$ cat config.mk
export PLATFORM = sky130hd
export DESIGN_NAME = alu_share_arbiter_flat
export DESIGN_NICKNAME = d
export VERILOG_FILES = /design/src/rtl/alu_arb_pkg.sv /design/src/rtl/alu_share_arbiter_if.sv /design/src/rtl/ALUControl.sv /design/src/rtl/alu_rr_pick.sv /design/src/rtl/alu_share_arbiter.sv /design/src/flat_wrapper.sv
export SDC_FILE = /design/constraint.sdc
export NUM_CORES = 1
export LEC_CHECK = 0
export BUFFER_PORTS_ARGS = -buffer_cell sky130_fd_sc_hd__buf_4
export CAP_MARGIN = 10
export CORE_MARGIN = 2
export CORE_UTILIZATION = 40
export DETAILED_ROUTE_END_ITERATION = 7
export SLEW_MARGIN = 20
export SYNTH_ARGS = -nofsm -noshare
export SYNTH_HDL_FRONTEND = slang
export SYNTH_HIERARCHICAL = 1
export SYNTH_SLANG_ARGS = --single-unit
$ cat constraint.sdc
create_clock -name clk -period 6.2 [get_ports clk]
set_input_delay 0.93 -clock clk [delete_from_list [all_inputs] [get_ports clk]]
set_output_delay 0.93 -clock clk [all_outputs]
set_load 0.02 [all_outputs]
$ cat src/rtl/alu_arb_pkg.sv
// Shared types and constants for the two-requester ALU share arbiter and its ALU.
package alu_arb_pkg;

   localparam int unsigned OPC_W   = 4;
   localparam int unsigned TYPE_W  = 2;
   localparam int unsigned NUM_REQ = 2;
   localparam int unsigned ALU_W   = 32;
   localparam int unsigned CNT_W   = 16;

   typedef enum logic [1:0] {
      ST_IDLE = 2'd0,
      ST_EXEC = 2'd1,
      ST_RESP = 2'd2
   } arb_state_e;

   typedef enum logic [OPC_W-1:0] {
      OP_ADD = 4'h0,
      OP_SUB = 4'h1,
      OP_AND = 4'h2,
      OP_OR  = 4'h3,
      OP_XOR = 4'h4,
      OP_SLL = 4'h5,
      OP_SRL = 4'h6,
      OP_MOV = 4'h7
   } alu_op_e;

   // TY_PASS2/TY_PASS1 forward an operand unchanged (load-immediate / move paths).
   typedef enum logic [TYPE_W-1:0] {
      TY_ALU   = 2'd0,
      TY_PASS2 = 2'd1,
      TY_PASS1 = 2'd2,
      TY_RSVD  = 2'd3
   } alu_type_e;

   typedef struct packed {
      logic [OPC_W-1:0]  opcode;
      logic [TYPE_W-1:0] type_code;
      logic              is_imm;
      logic [ALU_W-1:0]  imm;
      logic [ALU_W-1:0]  rh;
      logic [ALU_W-1:0]  ro;
      logic              id;
   } arb_op_t;

endpackage

$ cat src/rtl/alu_share_arbiter_if.sv
// Request/response bundle between the two ALU requesters and the share arbiter.
interface alu_share_arbiter_if;
   import alu_arb_pkg::*;

   logic [NUM_REQ-1:0]             req_valid;
   logic [NUM_REQ-1:0]             req_ready;
   logic [NUM_REQ-1:0][OPC_W-1:0]  req_opcode;
   logic [NUM_REQ-1:0][TYPE_W-1:0] req_type;
   logic [NUM_REQ-1:0]             req_is_imm;
   logic [NUM_REQ-1:0][ALU_W-1:0]  req_imm;
   logic [NUM_REQ-1:0][ALU_W-1:0]  req_rh;
   logic [NUM_REQ-1:0][ALU_W-1:0]  req_ro;
   logic                           rsp_valid;
   logic                           rsp_ready;
   logic                           rsp_id;
   logic [ALU_W-1:0]               rsp_result;
   logic                           rsp_zero;
   logic                           rsp_negative;
   logic                           busy;

   modport master (
      output req_valid, req_opcode, req_type, req_is_imm, req_imm, req_rh, req_ro, rsp_ready,
      input  req_ready, rsp_valid, rsp_id, rsp_result, rsp_zero, rsp_negative, busy
   );

   modport slave (
      input  req_valid, req_opcode, req_type, req_is_imm, req_imm, req_rh, req_ro, rsp_ready,
      output req_ready, rsp_valid, rsp_id, rsp_result, rsp_zero, rsp_negative, busy
   );

endinterface

$ cat src/rtl/ALUControl.sv
// Shared single-cycle ALU datapath: operand-2 select, operation, N/Z flags.
module ALUControl
   import alu_arb_pkg::*;
(
   input  logic [OPC_W-1:0]  opcode,
   input  logic [TYPE_W-1:0] type_code,
   input  logic              is_imm,
   input  logic [ALU_W-1:0]  imm,
   input  logic [ALU_W-1:0]  rh,
   input  logic [ALU_W-1:0]  ro,
   output logic [ALU_W-1:0]  result,
   output logic              zero,
   output logic              negative,
   output logic [ALU_W-1:0]  r1_value,
   output logic [ALU_W-1:0]  r2_value
);

   logic [ALU_W-1:0] op2;
   logic [ALU_W-1:0] alu_c;

   always_comb begin
      op2   = is_imm ? imm : ro;
      alu_c = '0;
      case (opcode)
         OP_ADD:  alu_c = rh + op2;
         OP_SUB:  alu_c = rh - op2;
         OP_AND:  alu_c = rh & op2;
         OP_OR:   alu_c = rh | op2;
         OP_XOR:  alu_c = rh ^ op2;
         OP_SLL:  alu_c = rh << op2[4:0];
         OP_SRL:  alu_c = rh >> op2[4:0];
         OP_MOV:  alu_c = op2;
         default: alu_c = '0;
      endcase

      result = '0;
      case (type_code)
         TY_PASS2: result = op2;
         TY_PASS1: result = rh;
         default:  result = alu_c;
      endcase

      zero     = (result == '0);
      negative = result[ALU_W-1];
      r1_value = rh;
      r2_value = op2;
   end

endmodule

$ cat src/rtl/alu_rr_pick.sv
// Combinational 2-way round-robin picker; on contention the requester not granted last wins.
module alu_rr_pick (
   input  logic [1:0] req_valid,
   input  logic       last_grant,
   output logic [1:0] grant,
   output logic       any
);

   always_comb begin
      grant[0] = req_valid[0] & (~req_valid[1] | last_grant);
      grant[1] = req_valid[1] & (~req_valid[0] | ~last_grant);
      any      = |req_valid;
   end

endmodule

$ cat src/rtl/alu_share_arbiter.sv
// Shares one ALUControl between two requesters: accept, one-cycle execute, registered response.
// Optional per-requester accept counters when ALU_ARB_STATS_EN is defined.
module alu_share_arbiter
   import alu_arb_pkg::*;
#(
   parameter int unsigned DATA_W = 32
) (
   input  logic                clk,
   input  logic                rst_n,
   alu_share_arbiter_if.slave  bus
`ifdef ALU_ARB_STATS_EN
   ,
   input  logic                stats_clr,
   output logic [CNT_W-1:0]    grant_cnt0,
   output logic [CNT_W-1:0]    grant_cnt1
`endif
);

   arb_state_e        state_q, state_d;
   logic              last_grant_q, last_grant_d;
   arb_op_t           op_q, op_d;
   logic              rsp_valid_q, rsp_valid_d;
   logic              rsp_id_q, rsp_id_d;
   logic [DATA_W-1:0] rsp_result_q, rsp_result_d;
   logic              rsp_zero_q, rsp_zero_d;
   logic              rsp_neg_q, rsp_neg_d;

   logic [1:0]        grant;
   logic              any_valid;
   logic              win_id;
   logic              accept;
   logic [DATA_W-1:0] alu_result;
   logic              alu_zero;
   logic              alu_neg;
   logic [ALU_W-1:0]  r1_unused;
   logic [ALU_W-1:0]  r2_unused;

   alu_rr_pick u_pick (
      .req_valid  (bus.req_valid),
      .last_grant (last_grant_q),
      .grant      (grant),
      .any        (any_valid)
   );

   assign win_id = grant[1];

   ALUControl u_alu (
      .opcode    (op_q.opcode),
      .type_code (op_q.type_code),
      .is_imm    (op_q.is_imm),
      .imm       (op_q.imm),
      .rh        (op_q.rh),
      .ro        (op_q.ro),
      .result    (alu_result),
      .zero      (alu_zero),
      .negative  (alu_neg),
      .r1_value  (r1_unused),
      .r2_value  (r2_unused)
   );

   // Next state, operand capture and response capture.
   always_comb begin
      state_d       = state_q;
      last_grant_d  = last_grant_q;
      op_d          = op_q;
      rsp_valid_d   = rsp_valid_q;
      rsp_id_d      = rsp_id_q;
      rsp_result_d  = rsp_result_q;
      rsp_zero_d    = rsp_zero_q;
      rsp_neg_d     = rsp_neg_q;
      accept        = 1'b0;
      bus.req_ready = '0;

      case (state_q)
         ST_IDLE: begin
            if (any_valid) begin
               accept  = 1'b1;
               state_d = ST_EXEC;
            end
         end
         ST_EXEC: begin
            rsp_valid_d  = 1'b1;
            rsp_id_d     = op_q.id;
            rsp_result_d = alu_result;
            rsp_zero_d   = alu_zero;
            rsp_neg_d    = alu_neg;
            state_d      = ST_RESP;
         end
         ST_RESP: begin
            // Response retires this cycle; a waiting request is taken in the same cycle.
            if (bus.rsp_ready) begin
               rsp_valid_d = 1'b0;
               if (any_valid) begin
                  accept  = 1'b1;
                  state_d = ST_EXEC;
               end else begin
                  state_d = ST_IDLE;
               end
            end
         end
         default: state_d = ST_IDLE;
      endcase

      if (accept) begin
         bus.req_ready     = grant;
         last_grant_d      = win_id;
         op_d.opcode       = bus.req_opcode[win_id];
         op_d.type_code    = bus.req_type[win_id];
         op_d.is_imm       = bus.req_is_imm[win_id];
         op_d.imm          = bus.req_imm[win_id];
         op_d.rh           = bus.req_rh[win_id];
         op_d.ro           = bus.req_ro[win_id];
         op_d.id           = win_id;
      end
   end

   always_ff @(posedge clk or negedge rst_n) begin
      if (!rst_n) begin
         state_q      <= ST_IDLE;
         last_grant_q <= 1'b1;
         op_q         <= '0;
         rsp_valid_q  <= 1'b0;
         rsp_id_q     <= 1'b0;
         rsp_result_q <= '0;
         rsp_zero_q   <= 1'b0;
         rsp_neg_q    <= 1'b0;
      end else begin
         state_q      <= state_d;
         last_grant_q <= last_grant_d;
         op_q         <= op_d;
         rsp_valid_q  <= rsp_valid_d;
         rsp_id_q     <= rsp_id_d;
         rsp_result_q <= rsp_result_d;
         rsp_zero_q   <= rsp_zero_d;
         rsp_neg_q    <= rsp_neg_d;
      end
   end

   assign bus.rsp_valid    = rsp_valid_q;
   assign bus.rsp_id       = rsp_id_q;
   assign bus.rsp_result   = rsp_result_q;
   assign bus.rsp_zero     = rsp_zero_q;
   assign bus.rsp_negative = rsp_neg_q;
   assign bus.busy         = (state_q != ST_IDLE);

`ifdef ALU_ARB_STATS_EN
   logic [CNT_W-1:0] cnt0_q, cnt0_d;
   logic [CNT_W-1:0] cnt1_q, cnt1_d;

   // Clear has priority over a same-cycle accept; counters wrap naturally.
   always_comb begin
      cnt0_d = cnt0_q + CNT_W'(accept & ~win_id);
      cnt1_d = cnt1_q + CNT_W'(accept & win_id);
      if (stats_clr) begin
         cnt0_d = '0;
         cnt1_d = '0;
      end
   end

   always_ff @(posedge clk or negedge rst_n) begin
      if (!rst_n) begin
         cnt0_q <= '0;
         cnt1_q <= '0;
      end else begin
         cnt0_q <= cnt0_d;
         cnt1_q <= cnt1_d;
      end
   end

   assign grant_cnt0 = cnt0_q;
   assign grant_cnt1 = cnt1_q;
`endif

endmodule

$ cat src/flat_wrapper.sv
// flat-port wrapper written by rule: the top's interface ports become plain ports
module alu_share_arbiter_flat import alu_arb_pkg::*;
#(
   parameter int unsigned DATA_W = 32
)
  (clk, rst_n, bus_req_valid, bus_req_opcode, bus_req_type, bus_req_is_imm, bus_req_imm, bus_req_rh, bus_req_ro, bus_rsp_ready, bus_req_ready, bus_rsp_valid, bus_rsp_id, bus_rsp_result, bus_rsp_zero, bus_rsp_negative, bus_busy);
  alu_share_arbiter_if bus_i ();
  input  logic clk;
  input  logic rst_n;
  input wire logic [$bits(bus_i.req_valid)-1:0] bus_req_valid;
  input wire logic [$bits(bus_i.req_opcode)-1:0] bus_req_opcode;
  input wire logic [$bits(bus_i.req_type)-1:0] bus_req_type;
  input wire logic [$bits(bus_i.req_is_imm)-1:0] bus_req_is_imm;
  input wire logic [$bits(bus_i.req_imm)-1:0] bus_req_imm;
  input wire logic [$bits(bus_i.req_rh)-1:0] bus_req_rh;
  input wire logic [$bits(bus_i.req_ro)-1:0] bus_req_ro;
  input wire logic [$bits(bus_i.rsp_ready)-1:0] bus_rsp_ready;
  output wire logic [$bits(bus_i.req_ready)-1:0] bus_req_ready;
  output wire logic [$bits(bus_i.rsp_valid)-1:0] bus_rsp_valid;
  output wire logic [$bits(bus_i.rsp_id)-1:0] bus_rsp_id;
  output wire logic [$bits(bus_i.rsp_result)-1:0] bus_rsp_result;
  output wire logic [$bits(bus_i.rsp_zero)-1:0] bus_rsp_zero;
  output wire logic [$bits(bus_i.rsp_negative)-1:0] bus_rsp_negative;
  output wire logic [$bits(bus_i.busy)-1:0] bus_busy;
  assign bus_i.req_valid = bus_req_valid;
  assign bus_i.req_opcode = bus_req_opcode;
  assign bus_i.req_type = bus_req_type;
  assign bus_i.req_is_imm = bus_req_is_imm;
  assign bus_i.req_imm = bus_req_imm;
  assign bus_i.req_rh = bus_req_rh;
  assign bus_i.req_ro = bus_req_ro;
  assign bus_i.rsp_ready = bus_rsp_ready;
  assign bus_req_ready = bus_i.req_ready;
  assign bus_rsp_valid = bus_i.rsp_valid;
  assign bus_rsp_id = bus_i.rsp_id;
  assign bus_rsp_result = bus_i.rsp_result;
  assign bus_rsp_zero = bus_i.rsp_zero;
  assign bus_rsp_negative = bus_i.rsp_negative;
  assign bus_busy = bus_i.busy;
  alu_share_arbiter #(.DATA_W(DATA_W)) u_core (.clk(clk), .rst_n(rst_n), .bus(bus_i));
endmodule
Word level (Yosys, flattened, before mapping)

Cells that the tools add are included.

Muxes and demuxes: 25
Shift-type cells: 2
Reduce and logical (&&, ||, !) cells: 8
$add $sub $neg: 2
Equal/unequal tests: 13
Bitwise gates (word level): 10
Order comparisons: 1

Operator list:

| kind               | count |
|---|---|
| $pmux 32 s8        | 1 |
| $mux 32            | 7 |
| $pmux 32 s2        | 1 |
| $add 32x32->32     | 1 |
| $and 32x32->32     | 1 |
| $logic_not 32->1   | 1 |
| $or 32x32->32      | 1 |
| $shl 32x5->32      | 1 |
| $shr 32x5->32      | 1 |
| $sub 32x32->32     | 1 |
| $xor 32x32->32     | 1 |
| $eq 4x3->1 const B | 4 |
| $mux 2             | 5 |
| $eq 4x2->1 const B | 2 |
| $mux 4             | 2 |
| $mux 1             | 6 |
| $pmux 2 s3         | 1 |
| $eq 2x1->1 const B | 2 |
| $eq 2x2->1 const B | 2 |
| $eq 4x1->1 const B | 1 |
| $logic_not 4->1    | 1 |
| $pmux 1 s2         | 2 |
| $reduce_and 2->1   | 2 |
| $reduce_bool 2->1  | 2 |
| 8 further kinds    | 12 |

Bits of input ports: 211
Word-level logic and storage cells: 75
Bits in registers: 143

Depth between registers and ports, before layout

Depth in word-level cells: 5
Gate-level depth with buffers: 28
Mapped depth without buffers: 22

Cells and area by module

Netlist, hierarchy kept.

By module, submodules not included:

| module            | area an instance (um2) | cells an instance | times used |
|---|---|---|---|
| ALUControl        | 9,551.7                | 1,352             | 1 |
| alu_share_arbiter | 6,660.1                | 425               | 1 |
| alu_rr_pick       | 25.0                   | 4                 | 1 |

Worst setup path before layout

OpenSTA, ideal clock, no wires.

Path kind: register -> register
Start: register u_core/op_q[97] in the netlist's numbering
End: register u_core.rsp_zero_q, in the netlist u_core/bus.rsp_zero
Library setup time: 0.125 ns
Data arrival time: 5.311 ns
Slack: 0.765 ns
Cell stages (with the launch flop): 26
Path buffers: 5
Data required time: 6.075 ns
Cells stage by stage: dfrtp_1 buf_6 mux2i_1 buf_2 buf_1 clkbuf_1 ha_1 nand4_1 nor2_1 and3_1 nor2b_1 nand2_1 nor3_1 a21oi_1 xnor2_1 ha_1 clkbuf_1 nand4_1 o311ai_0 o21ai_0 a211o_1 a31oi_1 nor4_1 and4b_1 nor4b_4 mux2_2

Word-level cells in the longest chain between the ends: 5
Elaborated cells between the ends (all ways): 11
Those cells by class: add/sub: 2; shift: 2; mux: 3; bitwise: 3; reduce/logical: 1

Ends and longest elaborated chain:

| element                                      | RTL line                 | RTL |
|---|---|---|
| from (decl)                                  | alu_share_arbiter.sv:21  | `arb_op_t op_q, op_d;` |
| from (signal assigned)                       | alu_share_arbiter.sv:130 | `op_q <= op_d;` |
| $mux 32 (*)                                  | ALUControl.sv:22         | `op2 = is_imm ? imm : ro;` |
| $sub 32x32->32, or another cell as far along | ALUControl.sv:26         | `OP_SUB: alu_c = rh - op2;` |
| $pmux 32 s8                                  | ALUControl.sv:24         | `case (opcode)` |
| $pmux 32 s2 (*)                              | ALUControl.sv:37         | `case (type_code)` |
| via u_core.alu_result[30]                    | alu_share_arbiter.sv:32  | `logic [DATA_W-1:0] alu_result;` |
| $logic_not 32->1 (*)                         | ALUControl.sv:43         | `zero = (result == '0);` |
| via u_core.alu_zero                          | alu_share_arbiter.sv:33  | `logic alu_zero;` |
| to (signal assigned)                         | alu_share_arbiter.sv:134 | `rsp_zero_q <= rsp_zero_d;` |
| to (decl)                                    | alu_share_arbiter.sv:25  | `logic rsp_zero_q, rsp_zero_d;` |

The timed path passes the listed nets; every way through them passes the cells marked *.
A chain may end at the register's enable or synchronous reset.

Worst setup path in the final report

Start: register u_core/op_q[97] in the netlist's numbering
End: register u_core.rsp_zero_q, in the netlist u_core/bus.rsp_zero

Word-level cells in the longest chain between the ends: 5
Elaborated cells between the ends (all ways): 11
Those cells by class: add/sub: 2; shift: 2; mux: 3; bitwise: 3; reduce/logical: 1

Ends and longest elaborated chain:

| element                                                 | RTL line                           | RTL |
|---|---|---|
| $mux 32 (*)                                             | ALUControl.sv:22                   |  |
| via u_core.r2_unused[13]                                | alu_share_arbiter.sv:36            | `logic [ALU_W-1:0] r2_unused;` |
| $sub 32x32->32 / $add 32x32->32 (equally long branches) | ALUControl.sv:26, ALUControl.sv:25 |  |
| $pmux 32 s8 (*)                                         | ALUControl.sv:24                   |  |
| $pmux 32 s2 (*)                                         | ALUControl.sv:37                   |  |
| via u_core.alu_result[22]                               | alu_share_arbiter.sv:32            |  |
| $logic_not 32->1 (*)                                    | ALUControl.sv:43                   |  |
| via u_core.alu_zero                                     | alu_share_arbiter.sv:33            |  |

Marked as above.

==> results.md <==
- Outcome: finished clean
- Antenna cell count: 0
- Synth Area per Inst: 9.15 um^2
- Fin Hold WS: 0.501 ns
- Final nets: 2300
- Post-Syn Area: 0.0160 mm^2
- Crit Path Category: flop to flop
- Crit path DAT: 6.05 ns
- Yosys warnings: 6
- Reg2Reg Depth: 21
- Worst clock skew: 0.0117 ns
- GPL Wtd Cong: 0.987
- Setup slack, reg-to-reg: 0.54 ns
- Max Cap Violations: 0
- Die area: 0.0416 mm^2
- Initial drt markers: 1697
- Share of cells above drive strength 1: 0.348
- Number of global-route vias before repair: 15789
- CP Launch Type: flop
- Crit Path Max Fanout: 17
- Largest net degree at the start of global routing: 88
- CTS buffer count: 17
- Routed wire per std cell: 27.6 um
- Vias per std cell: 6.43
- CP Capture Type: flop
- CTS tree: done
- Commonest non-fill, non-tap cell in the layout: buf_4
- CP Data Required Time: 6.59 ns
- Maximum clock rate: 177 MHz
- RSZ-0062 raised after global routing: false
- Worst slew margin: 0.199
- Gr usage total: 0.333
- Initial antenna violation count: 2
- Final Slew Violations: 0
- Dpl cells: 2494
- Maximum level of the CTS H-tree: 4
- P&R area growth vs syn: 20.6%
- Num rows: 73
- Die Y: 204 um
- WHS Endpoint: u_core/op_q[26]
- Period Utilization, post-route: 0.913
- Hold Path Class: flop to flop
- Antenna viol nets, final: 0
- Setup_tns: 0 ns
- Post-cts resize count: 0
- # IOs: 250
- Hold_buf cts: 0
- Hold Crit Start: u_core/op_q[26]
- Worst hold stages: 1
- Finished Core Util: 0.487
- Final setup viols: 0
- Worst skew pair latency: 0.45 ns
- Post-route non-filler standard cell count: 2526
- Final Critical Period: 5.66 ns
- Post-DP HPWL: 55000 um
- Commonest non-fill, non-tap cells in the layout: 350 x buf_4, 239 x mux2_2, 141 x dfrtp_1
- Mapped Nets: 2061
- Core Region: 0.0396 mm^2
- I/O Buffers: 249
- DRT Pass-1 Iters: 6
- Slew @ Worst Pin: 1.20 ns
- Clock transition at path regs: 0.06 ns
- Clk buf depth: 2
- GRT overflow: 0
- Final wirelength: 69700 um
- Reg-to-Reg End: u_core/bus.rsp_zero
- Clock sinks: 143
- DRC errors left: 0
- Final Hold Fails: 0
- R2r startpoint: u_core/op_q[97]
- First-pass GRT wire length: 103000 um
- Cells after Synth: 1749
- DR vias: 16248
- Clock root buffer: clkbuf_16
- Die span in x: 204 um
- Number of setup buffers added after CTS: 0
- Effective utilization at floorplan: 0.404
==> routing by layer <==
metal	vias to the layer above	wire, um	track usage
met4	4	3490	0.154
met2	986	30000	0.501
met3	195	6840	0.0717
li1	7130	-	-
met5	-	15	0
met1	7933	29400	0.455
==> critical path: stages (launching register included) <==
cell      delay (ns)
dfrtp_4         0.60
buf_4           0.28
mux2i_1         0.33
inv_1           0.16
nor4_1          0.45
nand2_1         0.18
nor3b_4         0.32
nor2_1          0.09
xnor2_1         0.13
ha_1            0.36
nand2_1         0.12
nor2_1          0.05
a211oi_1        0.34
o21ai_0         0.19
or2_2           0.39
a21oi_1         0.21
o211ai_1        0.14
nor4_1          0.29
nor4bb_1        0.38
and4b_1         0.25
nor4b_4         0.17
mux2_2          0.17
==> registers in the layout (all words and copies together) (netlist names) <==
| signal | flops |
|---|---|
| u_core/bus.rsp_result | 32 |
| u_core/bus.rsp_zero | 1 |
| u_core/last_grant_q | 1 |
| u_core/state_q | 2 |
| u_core/op_q | 104 |
| u_core/bus.rsp_negative | 1 |
| u_core/bus.rsp_id | 1 |
| u_core/bus.rsp_valid | 1 |
==> final cells by class <==
type / instances / area (um^2)
fill: 3853 / 20300
multi-input combinational: 1397 / 11500
sequential: 143 / 3580
timing repair buffer: 353 / 2680
tap: 525 / 657
clock buffer: 24 / 482
inverter: 76 / 288
clock inverter: 8 / 105
==> how the worst max path moves through the flow <==
stage / startpoint / to / slack [ns] / depth (start not counted)
2_1_floorplan: u_core/op_q[97] / u_core/bus.rsp_zero / 0.76 / 25
3_3_place_gp: u_core/op_q[97] / u_core/bus.rsp_zero / 0.61 / 23
3_5_place_dp: u_core/op_q[97] / u_core/bus.rsp_zero / 0.50 / 21
4_1_cts: u_core/op_q[97] / u_core/bus.rsp_zero / 0.47 / 21
5_1_grt: u_core/op_q[97] / u_core/bus.rsp_zero / 0.1 / 21
6_report: u_core/op_q[97] / u_core/bus.rsp_zero / 0.54 / 21
==> per-stage QoR <==
stage,area (um^2),setup slack (ns)
after floorplan,16000,0.765
after global placement,18700,0.609
after detailed placement,18700,0.501
after CTS,19300,0.467
after global routing,19300,0.0992
final,19300,0.539
Power is left out: the tool's default activity adds up to more than one toggle a clock period on the data nets, which glitch-free logic cannot reach.
